`config.mk`:
```
export PLATFORM = sky130hd
export DESIGN_NAME = wormhole_arbiter8_flat
export DESIGN_NICKNAME = d
export VERILOG_FILES = /design/src/rtl/wormhole_arbiter8_if.sv /design/src/rtl/wormhole_arbiter8.sv /design/src/flat_wrapper.sv
export SDC_FILE = /design/constraint.sdc
export NUM_CORES = 1
export LEC_CHECK = 0
export BUFFER_PORTS_ARGS = -buffer_cell sky130_fd_sc_hd__buf_4
export CORE_MARGIN = 1
export CORE_UTILIZATION = 45
export DETAILED_ROUTE_END_ITERATION = 7
export PLACE_DENSITY_LB_ADDON = 0.08
export REMOVE_ABC_BUFFERS = 1
export SLEW_MARGIN = 30
export SYNTH_ARGS = -nofsm -noshare
export SYNTH_HDL_FRONTEND = slang
export SYNTH_SLANG_ARGS = --single-unit
```
`constraint.sdc`:
```
create_clock -name clk -period 5.7 [get_ports clk]
set_input_delay 1.14 -clock clk [delete_from_list [all_inputs] [get_ports clk]]
set_output_delay 1.14 -clock clk [all_outputs]
set_load 0.1 [all_outputs]
```
`src/rtl/wormhole_arbiter8_if.sv`:
```
// Handshake bundle for the 8-input wormhole arbiter: eight four-phase input
// channels A-H, one four-phase output channel, plus grant/lock status.
`timescale 1ns/1ps
interface wormhole_arbiter8_if #(parameter int data_width = 32);
  logic                  inA_req, inB_req, inC_req, inD_req;
  logic                  inE_req, inF_req, inG_req, inH_req;
  logic [data_width-1:0] inA_data, inB_data, inC_data, inD_data;
  logic [data_width-1:0] inE_data, inF_data, inG_data, inH_data;
  logic                  inA_ack, inB_ack, inC_ack, inD_ack;
  logic                  inE_ack, inF_ack, inG_ack, inH_ack;
  logic                  out_req;
  logic [data_width-1:0] out_data;
  logic                  out_ack;
  logic [2:0]            grant;
  logic                  locked;

  // arbiter side
  modport master (
    input  inA_req, inB_req, inC_req, inD_req, inE_req, inF_req, inG_req, inH_req,
    input  inA_data, inB_data, inC_data, inD_data, inE_data, inF_data, inG_data, inH_data,
    input  out_ack,
    output inA_ack, inB_ack, inC_ack, inD_ack, inE_ack, inF_ack, inG_ack, inH_ack,
    output out_req, out_data, grant, locked
  );

  // environment side (sources and sink)
  modport slave (
    output inA_req, inB_req, inC_req, inD_req, inE_req, inF_req, inG_req, inH_req,
    output inA_data, inB_data, inC_data, inD_data, inE_data, inF_data, inG_data, inH_data,
    output out_ack,
    input  inA_ack, inB_ack, inC_ack, inD_ack, inE_ack, inF_ack, inG_ack, inH_ack,
    input  out_req, out_data, grant, locked
  );
endinterface

```
`src/rtl/wormhole_arbiter8.sv`:
```
// 8-input round-robin wormhole arbiter. A winning channel keeps the output
// until its tail flit (msb=1) completes; then the round-robin pointer moves
// past it. All outputs are registered.
`timescale 1ns/1ps
module wormhole_arbiter8 #(
  parameter int data_width = 32
) (
  input  logic                clk,
  input  logic                rst,
  wormhole_arbiter8_if.master bus
);

  typedef enum logic [1:0] {IDLE, SEND, RET} state_t;

  state_t                         state;
  logic [2:0]                     ptr;
  logic [2:0]                     grant_r;
  logic                           locked_r;
  logic                           out_req_r;
  logic [data_width-1:0]          out_data_r;
  logic [7:0]                     ack_r;

  logic [7:0]                     req;
  logic [7:0][data_width-1:0]     din;
  logic                           pick_vld;
  logic [2:0]                     pick_idx;
  logic [2:0]                     cand;

  assign req = {bus.inH_req, bus.inG_req, bus.inF_req, bus.inE_req,
                bus.inD_req, bus.inC_req, bus.inB_req, bus.inA_req};
  assign din = {bus.inH_data, bus.inG_data, bus.inF_data, bus.inE_data,
                bus.inD_data, bus.inC_data, bus.inB_data, bus.inA_data};

  // Pick: the locked channel only, else first request scanning from ptr.
  always_comb begin
    pick_vld = 1'b0;
    pick_idx = grant_r;
    cand     = '0;
    if (locked_r) begin
      pick_vld = req[grant_r];
    end else begin
      for (int i = 0; i < 8; i++) begin
        cand = ptr + 3'(i);
        if (!pick_vld && req[cand]) begin
          pick_vld = 1'b1;
          pick_idx = cand;
        end
      end
    end
  end

  // Handshake FSM with registered outputs and lock/pointer bookkeeping.
  always_ff @(posedge clk or negedge rst) begin
    if (!rst) begin
      state      <= IDLE;
      ptr        <= '0;
      grant_r    <= '0;
      locked_r   <= 1'b0;
      out_req_r  <= 1'b0;
      out_data_r <= '0;
      ack_r      <= '0;
    end else begin
      case (state)
        IDLE: if (pick_vld) begin
          out_data_r <= din[pick_idx];
          grant_r    <= pick_idx;
          out_req_r  <= 1'b1;
          state      <= SEND;
        end
        SEND: if (bus.out_ack) begin
          out_req_r       <= 1'b0;
          ack_r[grant_r]  <= 1'b1;
          state           <= RET;
        end
        RET: if (!req[grant_r] && !bus.out_ack) begin
          ack_r <= '0;
          state <= IDLE;
          // tail flit frees the output and moves priority past the winner
          if (out_data_r[data_width-1]) begin
            locked_r <= 1'b0;
            ptr      <= grant_r + 3'd1;
          end else begin
            locked_r <= 1'b1;
          end
        end
        default: state <= IDLE;
      endcase
    end
  end

  assign bus.out_req  = out_req_r;
  assign bus.out_data = out_data_r;
  assign bus.grant    = grant_r;
  assign bus.locked   = locked_r;
  assign bus.inA_ack  = ack_r[0];
  assign bus.inB_ack  = ack_r[1];
  assign bus.inC_ack  = ack_r[2];
  assign bus.inD_ack  = ack_r[3];
  assign bus.inE_ack  = ack_r[4];
  assign bus.inF_ack  = ack_r[5];
  assign bus.inG_ack  = ack_r[6];
  assign bus.inH_ack  = ack_r[7];

endmodule
```
`src/flat_wrapper.sv`:
```
// flat-port wrapper written by rule: the top's interface ports become plain ports
module wormhole_arbiter8_flat 
#(
  parameter int data_width = 32
)
  (clk, rst, bus_inA_req, bus_inB_req, bus_inC_req, bus_inD_req, bus_inE_req, bus_inF_req, bus_inG_req, bus_inH_req, bus_inA_data, bus_inB_data, bus_inC_data, bus_inD_data, bus_inE_data, bus_inF_data, bus_inG_data, bus_inH_data, bus_out_ack, bus_inA_ack, bus_inB_ack, bus_inC_ack, bus_inD_ack, bus_inE_ack, bus_inF_ack, bus_inG_ack, bus_inH_ack, bus_out_req, bus_out_data, bus_grant, bus_locked);
  wormhole_arbiter8_if #(.data_width(data_width)) bus_i ();
  input  logic clk;
  input  logic rst;
  input wire logic [$bits(bus_i.inA_req)-1:0] bus_inA_req;
  input wire logic [$bits(bus_i.inB_req)-1:0] bus_inB_req;
  input wire logic [$bits(bus_i.inC_req)-1:0] bus_inC_req;
  input wire logic [$bits(bus_i.inD_req)-1:0] bus_inD_req;
  input wire logic [$bits(bus_i.inE_req)-1:0] bus_inE_req;
  input wire logic [$bits(bus_i.inF_req)-1:0] bus_inF_req;
  input wire logic [$bits(bus_i.inG_req)-1:0] bus_inG_req;
  input wire logic [$bits(bus_i.inH_req)-1:0] bus_inH_req;
  input wire logic [$bits(bus_i.inA_data)-1:0] bus_inA_data;
  input wire logic [$bits(bus_i.inB_data)-1:0] bus_inB_data;
  input wire logic [$bits(bus_i.inC_data)-1:0] bus_inC_data;
  input wire logic [$bits(bus_i.inD_data)-1:0] bus_inD_data;
  input wire logic [$bits(bus_i.inE_data)-1:0] bus_inE_data;
  input wire logic [$bits(bus_i.inF_data)-1:0] bus_inF_data;
  input wire logic [$bits(bus_i.inG_data)-1:0] bus_inG_data;
  input wire logic [$bits(bus_i.inH_data)-1:0] bus_inH_data;
  input wire logic [$bits(bus_i.out_ack)-1:0] bus_out_ack;
  output wire logic [$bits(bus_i.inA_ack)-1:0] bus_inA_ack;
  output wire logic [$bits(bus_i.inB_ack)-1:0] bus_inB_ack;
  output wire logic [$bits(bus_i.inC_ack)-1:0] bus_inC_ack;
  output wire logic [$bits(bus_i.inD_ack)-1:0] bus_inD_ack;
  output wire logic [$bits(bus_i.inE_ack)-1:0] bus_inE_ack;
  output wire logic [$bits(bus_i.inF_ack)-1:0] bus_inF_ack;
  output wire logic [$bits(bus_i.inG_ack)-1:0] bus_inG_ack;
  output wire logic [$bits(bus_i.inH_ack)-1:0] bus_inH_ack;
  output wire logic [$bits(bus_i.out_req)-1:0] bus_out_req;
  output wire logic [$bits(bus_i.out_data)-1:0] bus_out_data;
  output wire logic [$bits(bus_i.grant)-1:0] bus_grant;
  output wire logic [$bits(bus_i.locked)-1:0] bus_locked;
  assign bus_i.inA_req = bus_inA_req;
  assign bus_i.inB_req = bus_inB_req;
  assign bus_i.inC_req = bus_inC_req;
  assign bus_i.inD_req = bus_inD_req;
  assign bus_i.inE_req = bus_inE_req;
  assign bus_i.inF_req = bus_inF_req;
  assign bus_i.inG_req = bus_inG_req;
  assign bus_i.inH_req = bus_inH_req;
  assign bus_i.inA_data = bus_inA_data;
  assign bus_i.inB_data = bus_inB_data;
  assign bus_i.inC_data = bus_inC_data;
  assign bus_i.inD_data = bus_inD_data;
  assign bus_i.inE_data = bus_inE_data;
  assign bus_i.inF_data = bus_inF_data;
  assign bus_i.inG_data = bus_inG_data;
  assign bus_i.inH_data = bus_inH_data;
  assign bus_i.out_ack = bus_out_ack;
  assign bus_inA_ack = bus_i.inA_ack;
  assign bus_inB_ack = bus_i.inB_ack;
  assign bus_inC_ack = bus_i.inC_ack;
  assign bus_inD_ack = bus_i.inD_ack;
  assign bus_inE_ack = bus_i.inE_ack;
  assign bus_inF_ack = bus_i.inF_ack;
  assign bus_inG_ack = bus_i.inG_ack;
  assign bus_inH_ack = bus_i.inH_ack;
  assign bus_out_req = bus_i.out_req;
  assign bus_out_data = bus_i.out_data;
  assign bus_grant = bus_i.grant;
  assign bus_locked = bus_i.locked;
  wormhole_arbiter8 #(.data_width(data_width)) u_core (.clk(clk), .rst(rst), .bus(bus_i));
endmodule
```
==> impl_results.md <==
* Horiz. Die Dim at 136 µm
* Top achievable clock speed at 0.206 GHz
* Terminus of the critical flop-to-flop path: u_core.bus.out_data[18]
* Vias in the first global route at about 9700
* Worst-margin pin slew at roughly 0.88 ns
* Peak fanout along the critical path at between 40 and 50
* Layout Nets at between 1500 and 2000
* Post-synth top area share at around 15%
* Detailed Route WL at 34200 µm
* Post-route clock period utilization at 85.2%
* CTS tree: yes
* Cell Area, Placed at 10600 µm²
* Top cells by instance count after synthesis: 126 x sky130_fd_sc_hd__o21ai_0, 119 x sky130_fd_sc_hd__nand2_1, 111 x sky130_fd_sc_hd__clkbuf_1
* Total of max-cap violations at 0
* Leakage power total at 0.00462 µW
* Number of hold violations in the final report at 0
* Standard cell core area at 17500 µm²
* Clock Path Buffers at 2
* Via Count at about 11000
* Fill cells at 1685
* Hold-fix buffers at CTS at 0
* Non-Filler Cell Area, Final at 10700 µm²
* Worst-case clock skew at 0.00744 ns
* Hold Path Depth at 1
* Worst-case reg-to-reg path depth at 12
* Clock-pin transition on the worst setup and hold timing paths at approximately 0.09 ns
* Pre-CTS setup slack at 0.921 ns
* DRT met1 WL at 13700 µm
* DIE HEIGHT at 136 µm
* Number of detailed-route iterations in the first pass at 6
* Initial core utilization at 46.5%
* Leading cell types by total area after synthesis: sky130_fd_sc_hd__dfrtp_1 15%, sky130_fd_sc_hd__o21ai_0 7.8%, sky130_fd_sc_hd__a221oi_1 6.2%
* Post-CTS resize count at 0
* IO Port Bufs at 311
* Post-synth top flop: sky130_fd_sc_hd__dfrtp_1
* RSZ-0062 raised after global routing: false
* IR Drop Worst-Case VDD at 630 µV
* Slack of the critical path at between 0.8 and 0.9 ns
* Placement Rows at 48
* Worst setup path startpoint: u_core.ptr[1]
* Grt ovf at 0
* Maximum number of pins on one net before global-route repair at 122
* Setup violations, final at 0
* Met2 layer wire length in the routed design at about 16000 µm
* Mean routed wirelength per cell at 21.5 µm
* Fraction of registers with async set/reset at 100%
* Num Clock Sinks at 50
* Sequence of cells on the critical path: buf_4 > inv_1 > ha_1 > mux4_2 > mux2_2 > or3_1 > nor2_1 > a221o_4 > a31o_2 > or2_0 > a31oi_1 > a2111o_1
* Data required time at the worst endpoint at 5.90 ns
* Top routing layer used: met4
* Warning count from the yosys run at 0
* Post-synthesis sequential area ratio at between 10% and 20%
* Utilization after layout at about three fifths
* Number of design rule violations left after detail routing at 0
* End point of the critical path: u_core.bus.out_data[18]
* First-pass GRT wire length at approximately 52000 µm
* Clock Latency Late Sink at roughly 0.32 ns
* Final GP Congestion at 0.905
* Number of enable flip-flop cells after synthesis at 0
* Cell type with the highest aggregate area in the netlist: sky130_fd_sc_hd__dfrtp_1
* Post-route antenna net violation count at 0
* Most instantiated library cell after synthesis: sky130_fd_sc_hd__o21ai_0
* Max stage delay cell, worst path: sky130_fd_sc_hd__mux4_2
* Detail Placement HPWL at ~24000 µm
* Run status: finished clean
* Antenna violations before repair at 0
* Cell area after synthesis at 8130 µm²
* Synth Area per Inst at 7.09 µm²
* Final critical-path required period at 4.86 ns
* Iteration-0 DRC count of the detailed router at 883
* Type of the worst min-delay path: flip-flop to flip-flop
* Ports at 312
* CTS root buffer: sky130_fd_sc_hd__clkbuf_16
* Critical path capture point type: flip-flop
* Class of the most critical setup path: flip-flop to flip-flop
* Number of buffers created by CTS at 5
* Count of distinct cell types in the synthesized netlist at 61
* Instance count of the mapped netlist at 1147
* Area of the die at 18600 µm²
* R2R Setup Slk at 0.84 ns
* Max-slew headroom at the worst pin at 41.6%
* Data arrival at the endpoint of the critical path at between 5 and 6 ns
* Antenna diode count at 0
* Peak per-stage delay on the critical path at 0.61 ns
* Type of origin of the critical path: flip-flop
* Average vias per placed instance at 6.70
* Number of H-tree levels at 2
* Tot GR Track Use at between 30 and 40%
* Routed wl met3 at 3210 µm
* Number of post-CTS setup repair buffers at 0
* Synthesis-to-layout area growth at 32.2%
* Reg2Reg Launch Point: u_core.ptr[1]
* Post-synthesis register bit count at 50
* Pwr dens at 747 nW/µm²
* Max-slew violation count at 0
* Share of final-layout standard cells stronger than drive strength 1 at 31.1%
-- placed cells by master, fill, tap and decap left out, types with 2 or more instances in the layout --
cell type / Yosys / routed
sky130_fd_sc_hd__inv_1: 8 / 7
sky130_fd_sc_hd__nand2b_1: 9 / 8
sky130_fd_sc_hd__dfrtp_1: 50 / 49
sky130_fd_sc_hd__a22oi_1: 66 / 66
sky130_fd_sc_hd__a221oi_1: 58 / 58
sky130_fd_sc_hd__o22a_1: 3 / 3
sky130_fd_sc_hd__nand2_1: 119 / 119
sky130_fd_sc_hd__a21oi_4: 0 / 2
sky130_fd_sc_hd__a2bb2oi_1: 2 / 2
sky130_fd_sc_hd__o21a_1: 3 / 3
sky130_fd_sc_hd__nand4_1: 11 / 11
sky130_fd_sc_hd__nor2_1: 96 / 91
sky130_fd_sc_hd__mux4_2: 19 / 19
sky130_fd_sc_hd__a21oi_1: 86 / 84
sky130_fd_sc_hd__nor3_2: 7 / 8
sky130_fd_sc_hd__a211oi_1: 4 / 4
sky130_fd_sc_hd__nand3b_1: 2 / 2
sky130_fd_sc_hd__clkbuf_16: 0 / 5
sky130_fd_sc_hd__clkinv_4: 0 / 2
sky130_fd_sc_hd__nor2_4: 0 / 4
sky130_fd_sc_hd__o211ai_1: 4 / 4
sky130_fd_sc_hd__a311oi_1: 2 / 2
sky130_fd_sc_hd__xor2_1: 2 / 2
sky130_fd_sc_hd__a31oi_1: 56 / 56
sky130_fd_sc_hd__and3_1: 68 / 68
sky130_fd_sc_hd__nand3_1: 34 / 34
sky130_fd_sc_hd__buf_12: 0 / 5
sky130_fd_sc_hd__a41oi_2: 14 / 14
sky130_fd_sc_hd__mux2i_1: 8 / 8
sky130_fd_sc_hd__a22o_1: 2 / 2
sky130_fd_sc_hd__mux2_2: 10 / 10
sky130_fd_sc_hd__nor3_1: 28 / 27
sky130_fd_sc_hd__a31o_2: 2 / 2
sky130_fd_sc_hd__and4_1: 31 / 31
sky130_fd_sc_hd__nor2b_1: 4 / 4
sky130_fd_sc_hd__buf_4: 1 / 340
sky130_fd_sc_hd__ha_1: 3 / 3
sky130_fd_sc_hd__o21ai_0: 126 / 126
sky130_fd_sc_hd__a41oi_1: 19 / 19
sky130_fd_sc_hd__a2111o_1: 32 / 32
-- registers in the layout, summed over array words and instances (netlist names) --
register / cells
u_core.bus.out_data: 32
u_core.bus.out_req: 1
u_core.bus.grant: 3
u_core.ptr: 3
u_core.ack_r: 8
u_core.bus.locked: 1
u_core.state: 2
-- how the worst min path moves through the flow --
stage          slack [ns]                    start                       to
6_report             0.50   u_core.bus.out_data[8]   u_core.bus.out_data[8]
5_1_grt              0.52  u_core.bus.out_data[26]  u_core.bus.out_data[26]
4_1_cts              0.50       u_core.bus.out_req       u_core.bus.out_req
3_5_place_dp         0.47       u_core.bus.out_req       u_core.bus.out_req
3_3_place_gp         0.48   u_core.bus.out_data[7]   u_core.bus.out_data[7]
2_1_floorplan        0.54          u_core.state[1]          u_core.state[0]
-- layout make-up --
type	instances	area, µm²	share of cell area [%]
multi-input cells	951	6340	59.0
clock buffers	5	125	1.16
inverters	9	38.8	0.361
clock inverters	3	28.8	0.268
repair buffers	346	2680	24.9
well taps	225	282	2.62
flip-flops and latches	50	1250	11.7
-- worst max-delay path, delay by kind of cell (launching register included) --
| kind | cells | cell delay (ns) |
|---|---|---|
| flops | 1 | 0.33 |
| mux | 2 | 0.92 |
| compound gates | 4 | 1.30 |
| simple gates | 3 | 1.20 |
| buf+inv | 2 | 0.41 |
| fa+ha+maj | 1 | 0.55 |
-- through the flow --
step | cells | power (µW) | hold slack [ns] | setup TNS [ns]
after floorplan | 1010 | 5420 | 0.541 | -72.38
after global placement | 1580 | 7500 | 0.477 | 0
after detailed placement | 1580 | 7580 | 0.466 | 0
after CTS | 1588 | 7930 | 0.500 | 0
after global routing | 1589 | 8550 | 0.519 | 0
final | 1589 | 8030 | 0.499 | 0
-- power by group --
group | total [µW] | switching (µW) | internal [µW]
sequential | 728 | 186 | 542
combinational | 6950 | 4670 | 2280
clock | 350 | 181 | 169
total | 8030 | 5030 | 2990
-- kinds of logic (layout without fill, tap and decap cells) --
family	after synthesis	count (layout)	share of synthesized area (%)
mux	37	37	7.63
flops	50	50	15.4
simple gates	418	418	26.0
xor+xnor	4	4	0.523
fa+ha+maj	3	3	0.462
buf+inv	146	363	7.80
compound gates	489	489	42.2
-- metal layers --
layer	GRT usage (%)	up-vias
li1	-	4943
met1	45.9	5099
met2	58.1	530
met3	7.87	80
met4	14.0	0
met5	0	-
Power figures use the tool's default switching activity.
